## src/rtl/calc_pkg.sv

```systemverilog
// Shared types and line-level constants for the calculator serial transmitter.
package calc_pkg;

  typedef enum logic [2:0] {
    S_IDLE    = 3'd0,
    S_START   = 3'd1,
    S_DATA    = 3'd2,
    S_PARITY  = 3'd3,
    S_STOP    = 3'd4,
    S_DONE    = 3'd5,
    S_RELEASE = 3'd6
  } tx_state_t;

  localparam logic LINE_IDLE = 1'b1;
  localparam logic START_BIT = 1'b0;
  localparam logic STOP_BIT  = 1'b1;

endpackage

```

## src/rtl/calc_serial_tx_bit_timer.sv

```systemverilog
// Per-bit cycle counter: bitEnd marks the last cycle of each serial bit.
module bit_timer #(
  parameter int unsigned BIT_CYCLES = 4
) (
  input  logic clk,
  input  logic reset,
  input  logic clear,
  output logic bitEnd
);

  localparam int unsigned CW = $clog2(BIT_CYCLES + 1);
  localparam logic [CW-1:0] LAST = CW'(BIT_CYCLES - 1);

  logic [CW-1:0] r_cnt;

  assign bitEnd = (r_cnt == LAST);

  always_ff @(posedge clk or posedge reset) begin
    if (reset) begin
      r_cnt <= '0;
    end else if (clear || bitEnd) begin
      r_cnt <= '0;
    end else begin
      r_cnt <= r_cnt + CW'(1);
    end
  end

endmodule

```

## src/rtl/calc_serial_tx.sv

```systemverilog
// Framed LSB-first serial transmitter closing the controller's txData/txDone handshake.
module calc_serial_tx
  import calc_pkg::*;
#(
  parameter int unsigned DATA_WIDTH = 8,
  parameter int unsigned BIT_CYCLES = 4,
  parameter int unsigned PARITY_EN  = 0
) (
  input  logic                  clk,
  input  logic                  reset,
  input  logic                  txData,
  input  logic [DATA_WIDTH-1:0] dataIn,
  output logic                  txOut,
  output logic                  txBusy,
  output logic                  txDone
);

  localparam int unsigned IW = $clog2(DATA_WIDTH + 1);
  localparam logic [IW-1:0] LAST_IDX = IW'(DATA_WIDTH - 1);

  tx_state_t             r_state, w_next;
  logic [DATA_WIDTH-1:0] r_shift, w_shiftNext;
  logic [IW-1:0]         r_bitIdx, w_bitIdxNext;
  logic                  r_parity, w_parityNext;
  logic                  r_txOut, r_txBusy, r_txDone;
  logic                  w_txOutNext, w_txBusyNext, w_txDoneNext;
  logic                  w_bitEnd, w_clear;

  assign w_clear = (w_next != r_state);

  bit_timer #(.BIT_CYCLES(BIT_CYCLES)) u_bit_timer (
    .clk   (clk),
    .reset (reset),
    .clear (w_clear),
    .bitEnd(w_bitEnd)
  );

  always_comb begin
    w_next       = r_state;
    w_shiftNext  = r_shift;
    w_bitIdxNext = r_bitIdx;
    w_parityNext = r_parity;
    case (r_state)
      S_IDLE: begin
        if (txData) begin
          w_next       = S_START;
          w_shiftNext  = dataIn;
          w_bitIdxNext = '0;
          w_parityNext = ^dataIn;
        end
      end
      S_START:  if (w_bitEnd) w_next = S_DATA;
      S_DATA: begin
        if (w_bitEnd) begin
          w_shiftNext = r_shift >> 1;
          if (r_bitIdx == LAST_IDX) begin
            w_bitIdxNext = '0;
            w_next       = (PARITY_EN != 0) ? S_PARITY : S_STOP;
          end else begin
            w_bitIdxNext = r_bitIdx + IW'(1);
          end
        end
      end
      S_PARITY: if (w_bitEnd) w_next = S_STOP;
      S_STOP:   if (w_bitEnd) w_next = S_DONE;
      S_DONE:   w_next = S_RELEASE;
      S_RELEASE: if (!txData) w_next = S_IDLE;
      default:  w_next = S_IDLE;
    endcase
  end

  // Outputs are registered from the next state so the line lines up with the state register.
  always_comb begin
    w_txOutNext = LINE_IDLE;
    case (w_next)
      S_START:  w_txOutNext = START_BIT;
      S_DATA:   w_txOutNext = w_shiftNext[0];
      S_PARITY: w_txOutNext = w_parityNext;
      S_STOP:   w_txOutNext = STOP_BIT;
      default:  w_txOutNext = LINE_IDLE;
    endcase
    w_txBusyNext = (w_next == S_START) || (w_next == S_DATA) ||
                   (w_next == S_PARITY) || (w_next == S_STOP);
    w_txDoneNext = (w_next == S_DONE);
  end

  always_ff @(posedge clk or posedge reset) begin
    if (reset) begin
      r_state  <= S_IDLE;
      r_shift  <= '0;
      r_bitIdx <= '0;
      r_parity <= 1'b0;
      r_txOut  <= LINE_IDLE;
      r_txBusy <= 1'b0;
      r_txDone <= 1'b0;
    end else begin
      r_state  <= w_next;
      r_shift  <= w_shiftNext;
      r_bitIdx <= w_bitIdxNext;
      r_parity <= w_parityNext;
      r_txOut  <= w_txOutNext;
      r_txBusy <= w_txBusyNext;
      r_txDone <= w_txDoneNext;
    end
  end

  assign txOut  = r_txOut;
  assign txBusy = r_txBusy;
  assign txDone = r_txDone;

endmodule

```

## config.mk

```make
export PLATFORM = sky130hd
export DESIGN_NAME = calc_serial_tx
export DESIGN_NICKNAME = d
export VERILOG_FILES = /design/src/rtl/calc_pkg.sv /design/src/rtl/calc_serial_tx_bit_timer.sv /design/src/rtl/calc_serial_tx.sv
export SDC_FILE = /design/constraint.sdc
export NUM_CORES = 1
export LEC_CHECK = 0
export ABC_AREA = 1
export CAP_MARGIN = 20
export CORE_MARGIN = 1
export CORE_UTILIZATION = 40
export CTS_CLUSTER_SIZE = 24
export DETAILED_ROUTE_END_ITERATION = 8
export GPL_TIMING_DRIVEN = 0
export HOLD_SLACK_MARGIN = 0.1
export RECOVER_POWER = 100
export SLEW_MARGIN = 10
export SYNTH_ARGS = -nofsm -noshare
export SYNTH_HDL_FRONTEND = slang
export SYNTH_SLANG_ARGS = --single-unit
```

## constraint.sdc

```tcl
create_clock -name clk -period 2.15 [get_ports clk]
set_input_delay 0.5375 -clock clk [delete_from_list [all_inputs] [get_ports clk]]
set_output_delay 0.5375 -clock clk [all_outputs]
set_load 0.005 [all_outputs]
```

After elaboration in Yosys (flattened, before gate mapping) --
Index checks and enable logic that the tools add are counted.
Storage, ports and cells: register bits 22, bits of input ports 11, logic and storage cells 54
Cells by class: mux-type cells 19, reduce and logical (&&, ||, !) cells 8, equal/unequal tests 16, add/subtract/negate cells 2
Operators by type and width (number):
- 3-bit two-way mux | 8
- 3-bit case mux with 7 select lines | 1
- 8-bit two-way mux | 2
- 8-bit case mux with 2 select lines | 1
- 3-bit by 2-bit == test with 1-bit output (second input constant) | 5
- 3-bit == test (second input constant) | 5
- 4-bit two-way mux | 3
- 4-bit case mux with 2 select lines | 1
- 8-bit XOR reduction | 1
- 3-bit by 1-bit == test with 1-bit output (second input constant) | 2
- 4-bit by 1-bit adder with 4-bit output (second input constant) | 1
- 4-bit by 3-bit == test with 1-bit output (second input constant) | 1
- 1-bit logical OR | 4
- 3-bit by 1-bit adder with 3-bit output (second input constant) | 1
- 3-bit logical NOT | 1
- 3-bit inequality test | 1
- 1-bit case mux with 3 select lines | 1
- 3-bit AND reduction | 1
- 1-bit two-way mux | 2
- 2-bit by 1-bit inequality test with 1-bit output (second input constant) | 1
- 2-bit inequality test (second input constant) | 1
- 2-bit nonzero test | 1

Depth between registers and ports, before layout --
Gate-level depths: netlist of the first run.
word-level depth 8, mapped depth 11

By module --
From an unflattened synthesis of the first run, not the netlist that was laid out.
Second synthesis, totals: cell total of the unflattened synthesis 185, area total of the unflattened synthesis 1336.3 um2
By module, submodules not included:
- calc_serial_tx | instances 1, cells an instance 171, seq. area each 476.7 um2, area each 1199.9 um2
- bit_timer | instances 1, cells an instance 14, seq. area each 75.1 um2, area each 136.4 um2

Least setup slack after synthesis of the first run --
Ideal clock, no wire load.
kind register to register, start register u_bit_timer.r_cnt[0], end register r_txBusy (netlist: txBusy), cell stages (with the launch flop) 9, arrival time 1.384 ns, library setup time 0.132 ns, setup slack 0.634 ns, period minus slack after synthesis 1.516 ns, required time 2.018 ns, cells stage by stage dfrtp_1 -> ha_1 -> ha_1 -> inv_1 -> nand2_1 -> nor3_1 -> nor3_1 -> nand3_1 -> nand3_1
Between the ends: word-level cells in the longest chain between the ends 7
RTL lines:
- from (decl) | line calc_serial_tx_bit_timer.sv:14 | logic [CW-1:0] r_cnt;
- from (signal assigned) | line calc_serial_tx_bit_timer.sv:24 | r_cnt <= r_cnt + CW'(1);
- 3-bit by 2-bit == test with 1-bit output * | line calc_serial_tx_bit_timer.sv:16 | assign bitEnd = (r_cnt == LAST);
- 3-bit two-way mux, on equally long branches
- 3-bit case mux with 7 select lines * | line calc_serial_tx.sv:43 | case (r_state)
- 3-bit by 1-bit == test with 1-bit output or 3-bit by 2-bit == test with 1-bit output (tied branches) | line calc_serial_tx.sv:82 | w_txBusyNext = (w_next == S_START) || (w_next == S_DATA) ||
- 1-bit logical OR (2 in series) | line calc_serial_tx.sv:82
- 1-bit logical OR * | line calc_serial_tx.sv:83 | (w_next == S_PARITY) || (w_next == S_STOP);
- named net w_txBusyNext | line calc_serial_tx.sv:26 | logic w_txOutNext, w_txBusyNext, w_txDoneNext;
- to (signal assigned) | line calc_serial_tx.sv:102 | r_txBusy <= w_txBusyNext;
- to (decl) | line calc_serial_tx.sv:25 | logic r_txOut, r_txBusy, r_txDone;
Mark *: on every way through the listed nets, which the timed path passes. The rest lies on a longest branch. A chain may end at the register's enable or synchronous reset.

Worst setup path after layout of the first run --
start register r_txOut (netlist: txOut), end output txOut
RTL lines:
- from (decl) | line calc_serial_tx.sv:25
- from (signal assigned) | line calc_serial_tx.sv:101 | r_txOut <= w_txOutNext;
- to (decl) | line calc_serial_tx.sv:13 | output logic txOut,
No word-level cell between the ends.

==> results of run 1 <==
## routing by layer
layer	vias up	track usage (%)	part of all wire [%]
met5	-	0	0
li1	621	-	-
met1	523	23.1	49
met2	29	25.6	46
met4	0	4.55	0.91
met3	4	4.26	4.3
## power by group through the flow
| stage | clock network (mW) | registers [mW] | logic, mW |
|---|---|---|---|
| after floorplan | 0 | 0.656 | 0.669 |
| after global placement | 0 | 0.666 | 0.839 |
| after detailed placement | 0 | 0.669 | 0.860 |
| after CTS | 0.236 | 0.660 | 0.864 |
| after global routing | 0.259 | 0.683 | 0.946 |
| final | 0.227 | 0.659 | 0.834 |
## cell type report
type | instances | area (um^2) | area share (%)
timing repair buffer | 13 | 130 | 8.20
multi-input combinational | 126 | 656 | 41.3
clock buffer | 4 | 36.3 | 2.29
buffer | 1 | 11.3 | 0.710
sequential | 22 | 552 | 34.8
inverter | 37 | 146 | 9.23
tap | 44 | 55.1 | 3.47
## synth_stat cells (2+ instances only)
cell type	n
nand2_1	58
inv_1	31
dfrtp_1	21
nor2_1	18
nand3_1	12
o21ai_0	5
ha_1	4
inv_2	3
inv_4	3
o211ai_1	3
o21ai_1	3
a21oi_1	2
nor2_4	2
nor3_1	2
o221ai_1	2
## worst paths after layout
kind,depth (start not counted),startpoint,endpoint
worst max-delay path,1,txOut,txOut
min in group asynchronous,2,reset,r_shift[2]
worst min-delay path,1,u_bit_timer.r_cnt[0],u_bit_timer.r_cnt[0]
worst min register to register,1,u_bit_timer.r_cnt[0],u_bit_timer.r_cnt[0]
max in group asynchronous,2,reset,r_state[2]
worst max register to register,8,u_bit_timer.r_cnt[0],txBusy
## per-stage QoR
| stage | cell area, um^2 | util (%) | hold slack, ns |
|---|---|---|---|
| final | 1590 | 50.3 | 0.451 |
| after global placement | 1560 | 49.5 | 0.418 |
| after CTS | 1600 | 50.7 | 0.449 |
| after global routing | 1590 | 50.3 | 0.475 |
| after detailed placement | 1560 | 49.5 | 0.433 |
| after floorplan | 1380 | - | 0.410 |
## cell families after synthesis
| logic type | after synthesis | synth area share, % |
|---|---|---|
| AO/OA/AOI/OAI | 23 | 11.6 |
| XOR/XNOR | 1 | 0.636 |
| adder cells (fa/ha/maj) | 4 | 3.64 |
| buffers and inverters | 38 | 11.5 |
| flip-flops | 22 | 40.1 |
| AND/OR/NAND/NOR | 98 | 32.5 |
## layout by cell type (no fill, tap or decap)
master	Yosys	routed
nand2_2	1	1
a22oi_1	1	1
o21ai_2	1	1
o221ai_1	2	2
ha_1	4	4
nand2_1	58	59
o21ai_0	5	8
dfrtp_1	21	21
dlygate4sd3_1	0	5
buf_6	1	1
clkdlybuf4s50_1	0	8
xnor2_1	1	1
a41oi_1	1	1
nor2_1	18	18
nor2_4	2	2
clkbuf_4	0	3
nand4_1	1	1
nand2_8	1	1
nor3_1	2	2
o221ai_2	1	1
inv_1	31	31
inv_2	3	3
clkbuf_8	0	1
a31oi_1	1	1
dfstp_2	1	1
o2111ai_1	1	1
o211ai_1	3	3
a21oi_1	2	3
nor2_8	1	1
inv_4	3	3
nand3_1	12	12
o22ai_1	1	1
and2_1	1	1
## registers in the layout, indices dropped and copies added, names as in the netlist
register           cells
txDone                 1
u_bit_timer.r_cnt      3
txBusy                 1
txOut                  1
r_state                3
r_parity               1
r_shift                8
r_bitIdx               4
==> flow_summary.ini, run 1 <==
[outcome]
status = finished clean

[synthesis]
ys.flop_type = dfrtp_1
synth.largest_area_cell = dfrtp_1
synth-seq-area-share_pct = 40.1
avgSynthCellArea_um2 = 7.40
yosys_register_bits = 22
synth_area_um2 = 1380
synth_cell_types = 32
syn_nets = 201
netlist.area_leader.share_pct = 38.2
async_flop_share_pct = 100
synthCells = 186
synth_edf_count = 0
netlist_top_cells_area = dfrtp_1, nand2_1, inv_1
synth_warnings = 0

[global_route]
grt_antenna_before_repair = 0
grt_overflow_total = 0
track_usage_pct = 16.6
grt_pass1_vias = 995
grt_max_degree = 23
grt_pass1_wl_um = 4490

[floorplan]
die_h_um = 60.7
std_cell_rows = 20
start_util_pct = 43.7
core_um2 = 3150
ios = 14
die_area_um2 = 3680
die_w_um = 60.7

[setup_path]
crit_arrival_ns = 1.40
crit_buf_inv = 1
path_class = reg2out
end_kind = output pin
path_cells = dlygate4sd3_1
crit_family = buffers and inverters
crit_slowest_cell = dlygate4sd3_1
cp_data_required_time_ns = 1.61
cp_max_fo = 1
r2r_slack_ns = 0.42
startpoint_type = flip-flop
slowest_delay_ns = 0.55

[clocking]
cts_tree = done
cts_root_buf = clkbuf_4
cts_hold_buf = 0
cts_buffer_depth = 2
clk_pin_slew_worst_paths_ns = 0.13
ctsResizeCount = 0
cts.sinks = 22
clk_latency_ns = 0.31
numCtsBuffers = 3
htreeDepth = 1
cts_setup_buffers = 0

[sta]
slew_viol_final = 0
slew_headroom_pct = 44.2
layout_setup_ws_ns = 0.217
worst_slew_pin_slew_ns = 0.836
fmax_mhz = 517
skew_ns = 0.0112
post-route-period-util_pct = 89.9
finalHoldViolCount = 0
min_period_ns = 1.93
rsz0062_at_grt = no
setup_viol = 0
finalSetupTns_ns = 0

[pwr]
pwr-share-seq_pct = 38.3
p_leak_nw = 0.835
sw_frac_of_total_pct = 41.4
design_power_total_mw = 1.72
ir_worst_vdd_mv = 0.482
p_sw_uw = 712
p_int_mw = 1.01
p_comb_share_pct = 48.5
power.density_nw_per_um2 = 1080
pwr-share-clk_pct = 13.2

[hold_path]
hold_class = reg2reg

[place]
gp_congestion = 0.904
dp_slack_ns = 0.201
placed_cells = 243
dp_hpwl_um = 2050
io_buffers = 13

[cells_and_area]
drive_above_1_share_pct = 9.36
final_nets = 219
syn2layout_area_growth_pct = 15.3
fill_cells = 331
fin_cells = 247
n_antenna_cell = 0

[drt]
ant_nets = 0
via_per_inst = 4.77
routed-via-count = 1177
route.detailed.drc = 0
wl_um = 2640
drtPass1Iterations = 4
wl_per_cell_um = 10.7
drt-initial-drc-count = 70

[flow_run]
cap_violations = 0
Note: power is estimated with default switching activity, not from simulation.
==> inputs of run 2 (changes only) <==
Settings changed: SETUP_SLACK_MARGIN set to 0.1.
==> results of run 2 <==
No change in the layout: final DEF, timing and power equal those of run 1.
